$ cat src/rtl/goldminer_pkg.sv
// Shared widths, FSM state encodings and the nonce-insertion helper for the
// goldminer nonce-sweep datapath.
package goldminer_pkg;

  localparam int HASH_W  = 256;
  localparam int BLOCK_W = 512;
  localparam int NONCE_W = 32;

  typedef logic [2:0] state_t;

  localparam state_t ST_IDLE   = 3'd0;
  localparam state_t ST_START  = 3'd1;
  localparam state_t ST_WAIT   = 3'd2;
  localparam state_t ST_CHECK  = 3'd3;
  localparam state_t ST_REPORT = 3'd4;

  // Word i of the block occupies bits [32i+31:32i].
  function automatic logic [BLOCK_W-1:0] insert_nonce(
    input logic [BLOCK_W-1:0] blk,
    input logic [NONCE_W-1:0] nonce,
    input int unsigned        word
  );
    logic [BLOCK_W-1:0] r;
    r = blk;
    r[NONCE_W*word +: NONCE_W] = nonce;
    return r;
  endfunction

endpackage

$ cat src/rtl/hash_target_cmp.sv
// Combinational 256-bit unsigned hash < target compare, kept separate so it
// can be pipelined without touching the sweep controller.
module hash_target_cmp
  import goldminer_pkg::*;
(
  input  logic [HASH_W-1:0] hash,
  input  logic [HASH_W-1:0] target,
  output logic              less
);

  assign less = (hash < target);

endmodule

$ cat src/rtl/mining_sched.sv
// Nonce-sweep controller: hashes template+nonce on an external SHA-256 core
// for each nonce in an inclusive, wrapping range and reports the first hit.
module mining_sched
  import goldminer_pkg::*;
#(
  parameter int NONCE_WORD     = 3,
  parameter int TIMEOUT_CYCLES = 255
) (
  input  logic                clk,
  input  logic                reset_n,
  input  logic                cfg_valid,
  output logic                cfg_ready,
  input  logic [BLOCK_W-1:0]  cfg_template,
  input  logic [NONCE_W-1:0]  cfg_nonce_start,
  input  logic [NONCE_W-1:0]  cfg_nonce_end,
  input  logic [HASH_W-1:0]   cfg_target,
  input  logic                abort,
  output logic                sha_start,
  output logic [BLOCK_W-1:0]  sha_data_in,
  input  logic                sha_done,
  input  logic [HASH_W-1:0]   sha_data_out,
  output logic                res_valid,
  input  logic                res_ready,
  output logic                res_found,
  output logic [NONCE_W-1:0]  res_nonce,
  output logic [HASH_W-1:0]   res_hash,
  output logic                busy,
  output logic                timeout_err,
  output logic [31:0]         hash_count
);

  localparam logic [15:0] WD_LAST = 16'(TIMEOUT_CYCLES - 1);

  function automatic logic [31:0] sat_inc(input logic [31:0] v);
    return (v == 32'hFFFF_FFFF) ? v : v + 32'd1;
  endfunction

  state_t               state;
  logic [BLOCK_W-1:0]   tmpl_q;
  logic [NONCE_W-1:0]   nonce_q;
  logic [NONCE_W-1:0]   nonce_end_q;
  logic [HASH_W-1:0]    target_q;
  logic [15:0]          wd_cnt;
  logic                 hash_lt;
  logic                 accept;
  logic                 last_nonce;
  logic                 advance;
  logic [NONCE_W-1:0]   nonce_next;

  assign cfg_ready  = reset_n && (state == ST_IDLE);
  assign busy       = (state != ST_IDLE);
  assign accept     = cfg_ready && cfg_valid;
  assign last_nonce = (nonce_q == nonce_end_q);
  assign nonce_next = nonce_q + 32'd1;
  assign advance    = (state == ST_CHECK) && !abort && !hash_lt && !last_nonce;

  // res_hash doubles as the digest capture register; it is only compared in CHECK.
  hash_target_cmp u_cmp (
    .hash   (res_hash),
    .target (target_q),
    .less   (hash_lt)
  );

  // Job parameters: frozen between accept and return to IDLE.
  always_ff @(posedge clk) begin
    if (accept) begin
      tmpl_q      <= cfg_template;
      nonce_end_q <= cfg_nonce_end;
      target_q    <= cfg_target;
      nonce_q     <= cfg_nonce_start;
    end else if (advance) begin
      nonce_q <= nonce_next;
    end
  end

  always_ff @(posedge clk) begin
    if (!reset_n) begin
      state       <= ST_IDLE;
      sha_start   <= 1'b0;
      sha_data_in <= '0;
      res_valid   <= 1'b0;
      res_found   <= 1'b0;
      res_nonce   <= '0;
      res_hash    <= '0;
      timeout_err <= 1'b0;
      hash_count  <= '0;
      wd_cnt      <= '0;
    end else begin
      sha_start <= 1'b0;
      if (state != ST_IDLE && abort) begin
        state     <= ST_IDLE;
        res_valid <= 1'b0;
      end else begin
        case (state)
          ST_IDLE: begin
            if (accept) begin
              sha_data_in <= insert_nonce(cfg_template, cfg_nonce_start, NONCE_WORD);
              sha_start   <= 1'b1;
              hash_count  <= '0;
              timeout_err <= 1'b0;
              state       <= ST_START;
            end
          end
          ST_START: begin
            wd_cnt <= '0;
            state  <= ST_WAIT;
          end
          ST_WAIT: begin
            // wd_cnt == 0 marks the first WAIT cycle, where done may be stale.
            if (sha_done && wd_cnt != 16'd0) begin
              res_hash   <= sha_data_out;
              hash_count <= sat_inc(hash_count);
              state      <= ST_CHECK;
            end else if (wd_cnt == WD_LAST) begin
              timeout_err <= 1'b1;
              state       <= ST_IDLE;
            end else begin
              wd_cnt <= wd_cnt + 16'd1;
            end
          end
          ST_CHECK: begin
            if (hash_lt || last_nonce) begin
              res_found <= hash_lt;
              res_nonce <= nonce_q;
              res_valid <= 1'b1;
              state     <= ST_REPORT;
            end else begin
              sha_data_in <= insert_nonce(tmpl_q, nonce_next, NONCE_WORD);
              sha_start   <= 1'b1;
              state       <= ST_START;
            end
          end
          ST_REPORT: begin
            if (res_ready) begin
              res_valid <= 1'b0;
              state     <= ST_IDLE;
            end
          end
          default: state <= ST_IDLE;
        endcase
      end
    end
  end

endmodule

$ cat config.mk
export PLATFORM = sky130hd
export DESIGN_NAME = mining_sched
export DESIGN_NICKNAME = d
export VERILOG_FILES = /design/src/rtl/goldminer_pkg.sv /design/src/rtl/hash_target_cmp.sv /design/src/rtl/mining_sched.sv
export SDC_FILE = /design/constraint.sdc
export NUM_CORES = 2
export LEC_CHECK = 0
export ABC_AREA = 1
export BUFFER_PORTS_ARGS = -buffer_cell sky130_fd_sc_hd__buf_2
export CAP_MARGIN = 0
export CORE_AREA = 8 8 747 749
export CTS_BUF_LIST = sky130_fd_sc_hd__clkbuf_4 sky130_fd_sc_hd__clkbuf_8
export DETAILED_ROUTE_END_ITERATION = 12
export DIE_AREA = 0 0 755 757
export SYNTH_ARGS = -nofsm -noshare
export SYNTH_HDL_FRONTEND = slang
export SYNTH_HIERARCHICAL = 1
export SYNTH_SLANG_ARGS = --single-unit
$ cat constraint.sdc
create_clock -name clk -period 33.5 [get_ports clk]
set_clock_uncertainty 0.05 [all_clocks]
set_input_delay 1.675 -clock clk [delete_from_list [all_inputs] [get_ports clk]]
set_output_delay 1.675 -clock clk [all_outputs]
set_load 0.05 [all_outputs]
After elaboration in Yosys (flattened, before gate mapping)
Index checks and enable logic that the tools add are counted.
{ "classes": {"div": 0, "reduce_logical": 28, "n_shift": 0, "n_addsub": 3, "order_cmp": 1, "mul": 0, "eq_ne": 17, "muxes": 28, "bitwise": 2} }
{ "ops": {"columns": ["operator", "n"], "rows": [
  ["two-way mux 512 bit", 2],
  ["one-hot mux 512 bit (2 select lines)", 1],
  ["< comparator 256 bit", 1],
  ["two-way mux 32 bit", 5],
  ["adder 32 x 1 -> 32 bit, second input constant", 2],
  ["one-hot mux 32 bit (2 select lines)", 1],
  ["equality test 32 bit", 1],
  ["equality test 32 bit, second input constant", 1],
  ["two-way mux 16 bit", 2],
  ["one-hot mux 16 bit (2 select lines)", 1],
  ["adder 16 x 1 -> 16 bit, second input constant", 1],
  ["equality test 16 x 8 -> 1 bit, second input constant", 1],
  ["inequality test 2 bit, second input constant", 8],
  ["nonzero test 16 bit", 1],
  ["two-way mux 3 bit", 5],
  ["one-hot mux 3 bit (5 select lines)", 1],
  ["AND reduction 3 bit", 4],
  ["AND reduction 5 bit", 2],
  ["nonzero test 2 bit", 5],
  ["AND reduction 4 bit", 2],
  ["logical AND 1 bit", 7],
  ["two-way mux 1 bit", 7],
  ["equality test 3 x 2 -> 1 bit, second input constant", 2],
  ["one-hot mux 1 bit (2 select lines)", 3],
  ["10 further kinds", 13]
]} }
{ "totals": {"reg_bits": 1687, "ram_bits": 0, "romBits": 0, "inputBits": 1094, "latch_bits": 0, "elab_cells": 93, "n_memories": 0, "output_inout_bits": 838} }

Longest topological paths before layout
{ "depth": {"word_depth": 6, "depth_mapped": 24, "ltp_nobuf": 22} }

Cells and area by module
The synthesis kept the hierarchy.
{ "by_module_without_submodules": {"columns": ["module", "n_inst", "area_each_um2", "seq_area_each_um2", "cells_per_inst"], "rows": [
  ["mining_sched", 1, 68380.6, 41139.5, 8154],
  ["hash_target_cmp", 1, 6613.8, 0.0, 1056]
]} }

Least setup slack after synthesis
Ideal clock, no wire load.
{ "synth_path": {"path_kind": "input to register", "startpoint": "input port reset_n", "endpoint": "register nonce_q[0], data pin", "n_path_buf": 3, "arrival_ps": 24556, "t_required_ps": 32325, "stages": 8, "setup_slack_ps": 7769, "setup_time_ps": 1125, "cell_sequence": "clkbuf_1 > inv_1 > nor2_1 > nand2_1 > buf_2 > inv_1 > buf_1 > o21ai_0"} }
{ "synth_via": {"elab_chain_cells": 3} }
{ "synth_lines": {"columns": ["item", "line_no", "rtl"], "rows": [
  ["start, declared", "mining_sched.sv:10", "input logic reset_n,"],
  ["logical AND 1 bit", "mining_sched.sv:50", "assign cfg_ready = reset_n && (state == ST_IDLE);"],
  ["named net cfg_ready", "mining_sched.sv:12", "output logic cfg_ready,"],
  ["logical AND 1 bit", "mining_sched.sv:52", "assign accept = cfg_ready && cfg_valid;"],
  ["named net accept", "mining_sched.sv:45", "logic accept;"],
  ["two-way mux 32 bit", "mining_sched.sv:66", "if (accept) begin"],
  ["end signal, assigned", "mining_sched.sv:70", "nonce_q <= cfg_nonce_start;"],
  ["end signal, assigned", "mining_sched.sv:72", "nonce_q <= nonce_next;"],
  ["end, declared", "mining_sched.sv:40", "logic [NONCE_W-1:0] nonce_q;"]
]} }
The timed path passes the listed nets, and every way through them passes these cells.
A chain may end at the register's enable or synchronous reset.

Final worst setup path
{ "layout_path": {"startpoint": "register target_q[2]", "endpoint": "register sha_data_in[399]"} }
{ "layout_via": {"elab_chain_cells": 4} }
{ "layout_lines": {"columns": ["item", "line_no", "rtl"], "rows": [
  ["start, declared", "mining_sched.sv:42", "logic [HASH_W-1:0] target_q;"],
  ["start signal, assigned", "mining_sched.sv:69", "target_q <= cfg_target;"],
  ["< comparator 256 bit", "hash_target_cmp.sv:11", "assign less = (hash < target);"],
  ["named net hash_lt", "mining_sched.sv:44", "logic hash_lt;"],
  ["logical OR 1 bit", "mining_sched.sv:122", "if (hash_lt || last_nonce) begin"],
  ["inequality test 2 bit (no line)", null, null],
  ["AND reduction 4 bit (no line)", null, null],
  ["end signal, assigned", "mining_sched.sv:97", "sha_data_in <= insert_nonce(cfg_template, cfg_nonce_start, NONCE_WORD);"],
  ["end signal, assigned", "mining_sched.sv:128", "sha_data_in <= insert_nonce(tmpl_q, nonce_next, NONCE_WORD);"],
  ["end, declared", "mining_sched.sv:19", "output logic [BLOCK_W-1:0] sha_data_in,"]
]} }
The timed path passes the listed nets, and every way through them passes these cells.

==> results_dict.tcl <==
set metrics [dict create \
    via_count 72200 \
    track_usage_pct 17.31 \
    synth_largest_area_cell "edfxtp_1" \
    seq_area_frac_synth_pct 54.86 \
    leakage_uw 0.04522 \
    cts_buffers 324 \
    max_stage_delay_ns 0.92 \
    cts_resized 0 \
    fin_util_pct 18.21 \
    worstPathArrival_ns 9.13 \
    outcome "finished, final reports clean" \
    crit_type "reg2reg" \
    first_pass_iters 6 \
    cellPowerDensity_mw_per_mm2 69.26 \
    cp_top_family "buffers and inverters" \
    cp_data_required_time_ns 34.48 \
    p_seq_share_pct 38.0 \
    seqCellArea_mm2 0.04114 \
    first_global_vias 66580 \
    drtIter0Drc 7450 \
    combPwrFrac_pct 28.8 \
    yosysMostFrequentCell "nand2_1" \
    critPathMaxFanout 186 \
    path_buf_inv 7 \
    async_flop_share_pct 0 \
    routabilityCongestion 0.9767 \
    hold_depth 2 \
    h-tree-depth 5 \
    synth-edff-count 800 \
    ctsHoldBuffers 0 \
    io_buffers 1899 \
    drv_cap 0 \
    finalMaxSlewViolations 0 \
    synth_flop_cell "dfxtp_1" \
    synth_seq_cells 1655 \
    clk_pin_slew_worst_paths_ns 0.07 \
    cts_buffer_depth 4 \
    yosysWarnings 6 \
    cp_common_cell "nand2_1" \
    period_needed_ns 8.145 \
    row_count 272 \
    fin_tns_setup_ns 0 \
    rr_worst_depth 26 \
    syn_area_per_cell_um2 8.143 \
    worstMarginPinSlew_ns 1.231 \
    peakVddDrop_mv 0.05386 \
    synth_cell_type_count 32 \
    synth.top_cells.by_area "edfxtp_1 32%, dfxtp_1 23%, nand2_1 15%" \
    synth_nets 10560 \
    dp_slack_ns 25.25 \
    nets 12310 \
    reg2reg_slack_ns 25.35 \
    hp-class "reg2reg" \
    netlist_area_mm2 0.07499 \
    grt_max_degree 205 \
    grt_antenna_before_repair 387 \
    p_sw_uw 2784 \
    vias_per_cell 3.872 \
    intPower_uw 4104 \
    power.share.clock_pct 33.1 \
    fmax_ghz 0.1228 \
    wl_per_cell_um 28.04 \
    post_route_cells_drive_above_1_share_pct 22.96 \
    syn_inst 9210 \
    clkLatencyLatePin_ns 1.12 \
    hold_viol_final 0 \
    critPathCaptureType "flop" \
    n_fill_cell 61820 \
    rsz0062_at_grt "no" \
    synth_top_area_share_pct 32.03 \
    multi_input_area_mm2 0.02804 \
    cts_tree "built" \
    design.core.area_mm2 0.5462 \
    post_cts_buffers 0 \
    overflow 0 \
    grt_pass1_wl_um 660600 \
    post-route-period-util_pct 24.31 \
    start_util_pct 13.73 \
    sw_frac_of_total_pct 40.42 \
    cp.depth 26 \
    wirelength_um 522800 \
    root_buffer "clkbuf_8" \
    layout-area-overhead-vs-synth_pct 32.62 \
    fp.dieH_um 757 \
    dieWidth_um 755 \
    clock-sinks 1655 \
    ios 1932 \
    drtAntennaViolNets 0 \
    dp_hpwl_um 433100 \
    cp-start-kind "flop" \
    synth_common_cells "2,914 x nand2_1, 978 x a21oi_1, 925 x inv_1" \
    finalWorstSetupSlack_ns 25.35 \
    setup_violations 0 \
    drc 0 \
    dieArea_mm2 0.5715 \
    max_slew_margin_pct 17.96 \
    crit_slowest_cell "buf_4" \
    holdWs_ns 0.4214 \
]
[routing by layer]
metal	GRT usage (%)	vias up	routed length (um)
li1	-	33440	-
met1	20.66	33820	204700
met2	21.04	3716	181200
met3	16.50	1006	116600
met4	5.565	208	18830
met5	0	-	1433
[worst min-delay path: stages (launching register included)]
cell and delay [ns]:
dfxtp_1 0.31, nand2_1 0.06, a21oi_1 0.05
[path summary, 6_finish.rpt]
check	from	to
setup / recovery	target_q[2]	sha_data_in[399]
hold / removal	res_valid	res_valid
setup reg to reg	target_q[2]	sha_data_in[399]
hold reg to reg	res_valid	res_valid
[cell usage in the layout (no fill, tap or decap), drive strengths merged, types with 66 or more instances in the layout]
cell type  count
ha           260
diode        157
buf         1973
nand3        890
a21oi        978
o21ai         75
inv          954
dfxtp        855
nor2         789
edfxtp       800
clkbuf       503
clkinv        66
nand2       2914
[cells by family (layout without fill, tap and decap cells)]
kind of cell	count (synthesis)	in the layout	synth area share (%)
and+or+nand+nor	4670	4670	25.12
DFF	1655	1655	54.86
buffers and inverters	1495	3513	7.830
AOI/OAI and AO/OA	1079	1079	7.264
adders and majority gates	260	260	4.338
xor gates and xnor gates	51	51	0.5956
other	0	157	0
[flip-flops by register name, indices dropped and copies added, names as in the netlist, 32 cells and up]
| register | flops |
|---|---|
| nonce_q | 32 |
| nonce_end_q | 32 |
| res_hash | 256 |
| target_q | 256 |
| tmpl_q | 480 |
| hash_count | 32 |
| sha_data_in | 512 |
| res_nonce | 32 |
[final cells by class]
class	count	share of cell area [%]
diodes	157	0.3950
clock buffers	503	6.175
clock inverters	93	0.8945
inverters	944	3.593
multi-input cells	6060	28.19
flip-flops and latches	1655	41.36
well taps	7261	9.135
repair buffers	1973	10.25
[through the flow]
step / total power [uW] / area (um^2) / cells
2_1_floorplan: 3936 / 74990 / 9210
3_3_place_gp: 4627 / 92030 / 17890
3_5_place_dp: 4641 / 92030 / 17890
4_1_cts: 6968 / 99060 / 18490
5_1_grt: 7239 / 99180 / 18540
6_report: 6888 / 99460 / 18650
[power by group through the flow]
| stage | clock network (uW) | registers (uW) | logic [uW] |
|---|---|---|---|
| 3_5_place_dp | 0 | 2660 | 1980 |
| 2_1_floorplan | 0 | 3270 | 669 |
| 4_1_cts | 2360 | 2620 | 1990 |
| 3_3_place_gp | 0 | 2650 | 1980 |
| 6_report | 2280 | 2620 | 1990 |
| 5_1_grt | 2430 | 2650 | 2160 |
Power figures use the tool's default switching activity.
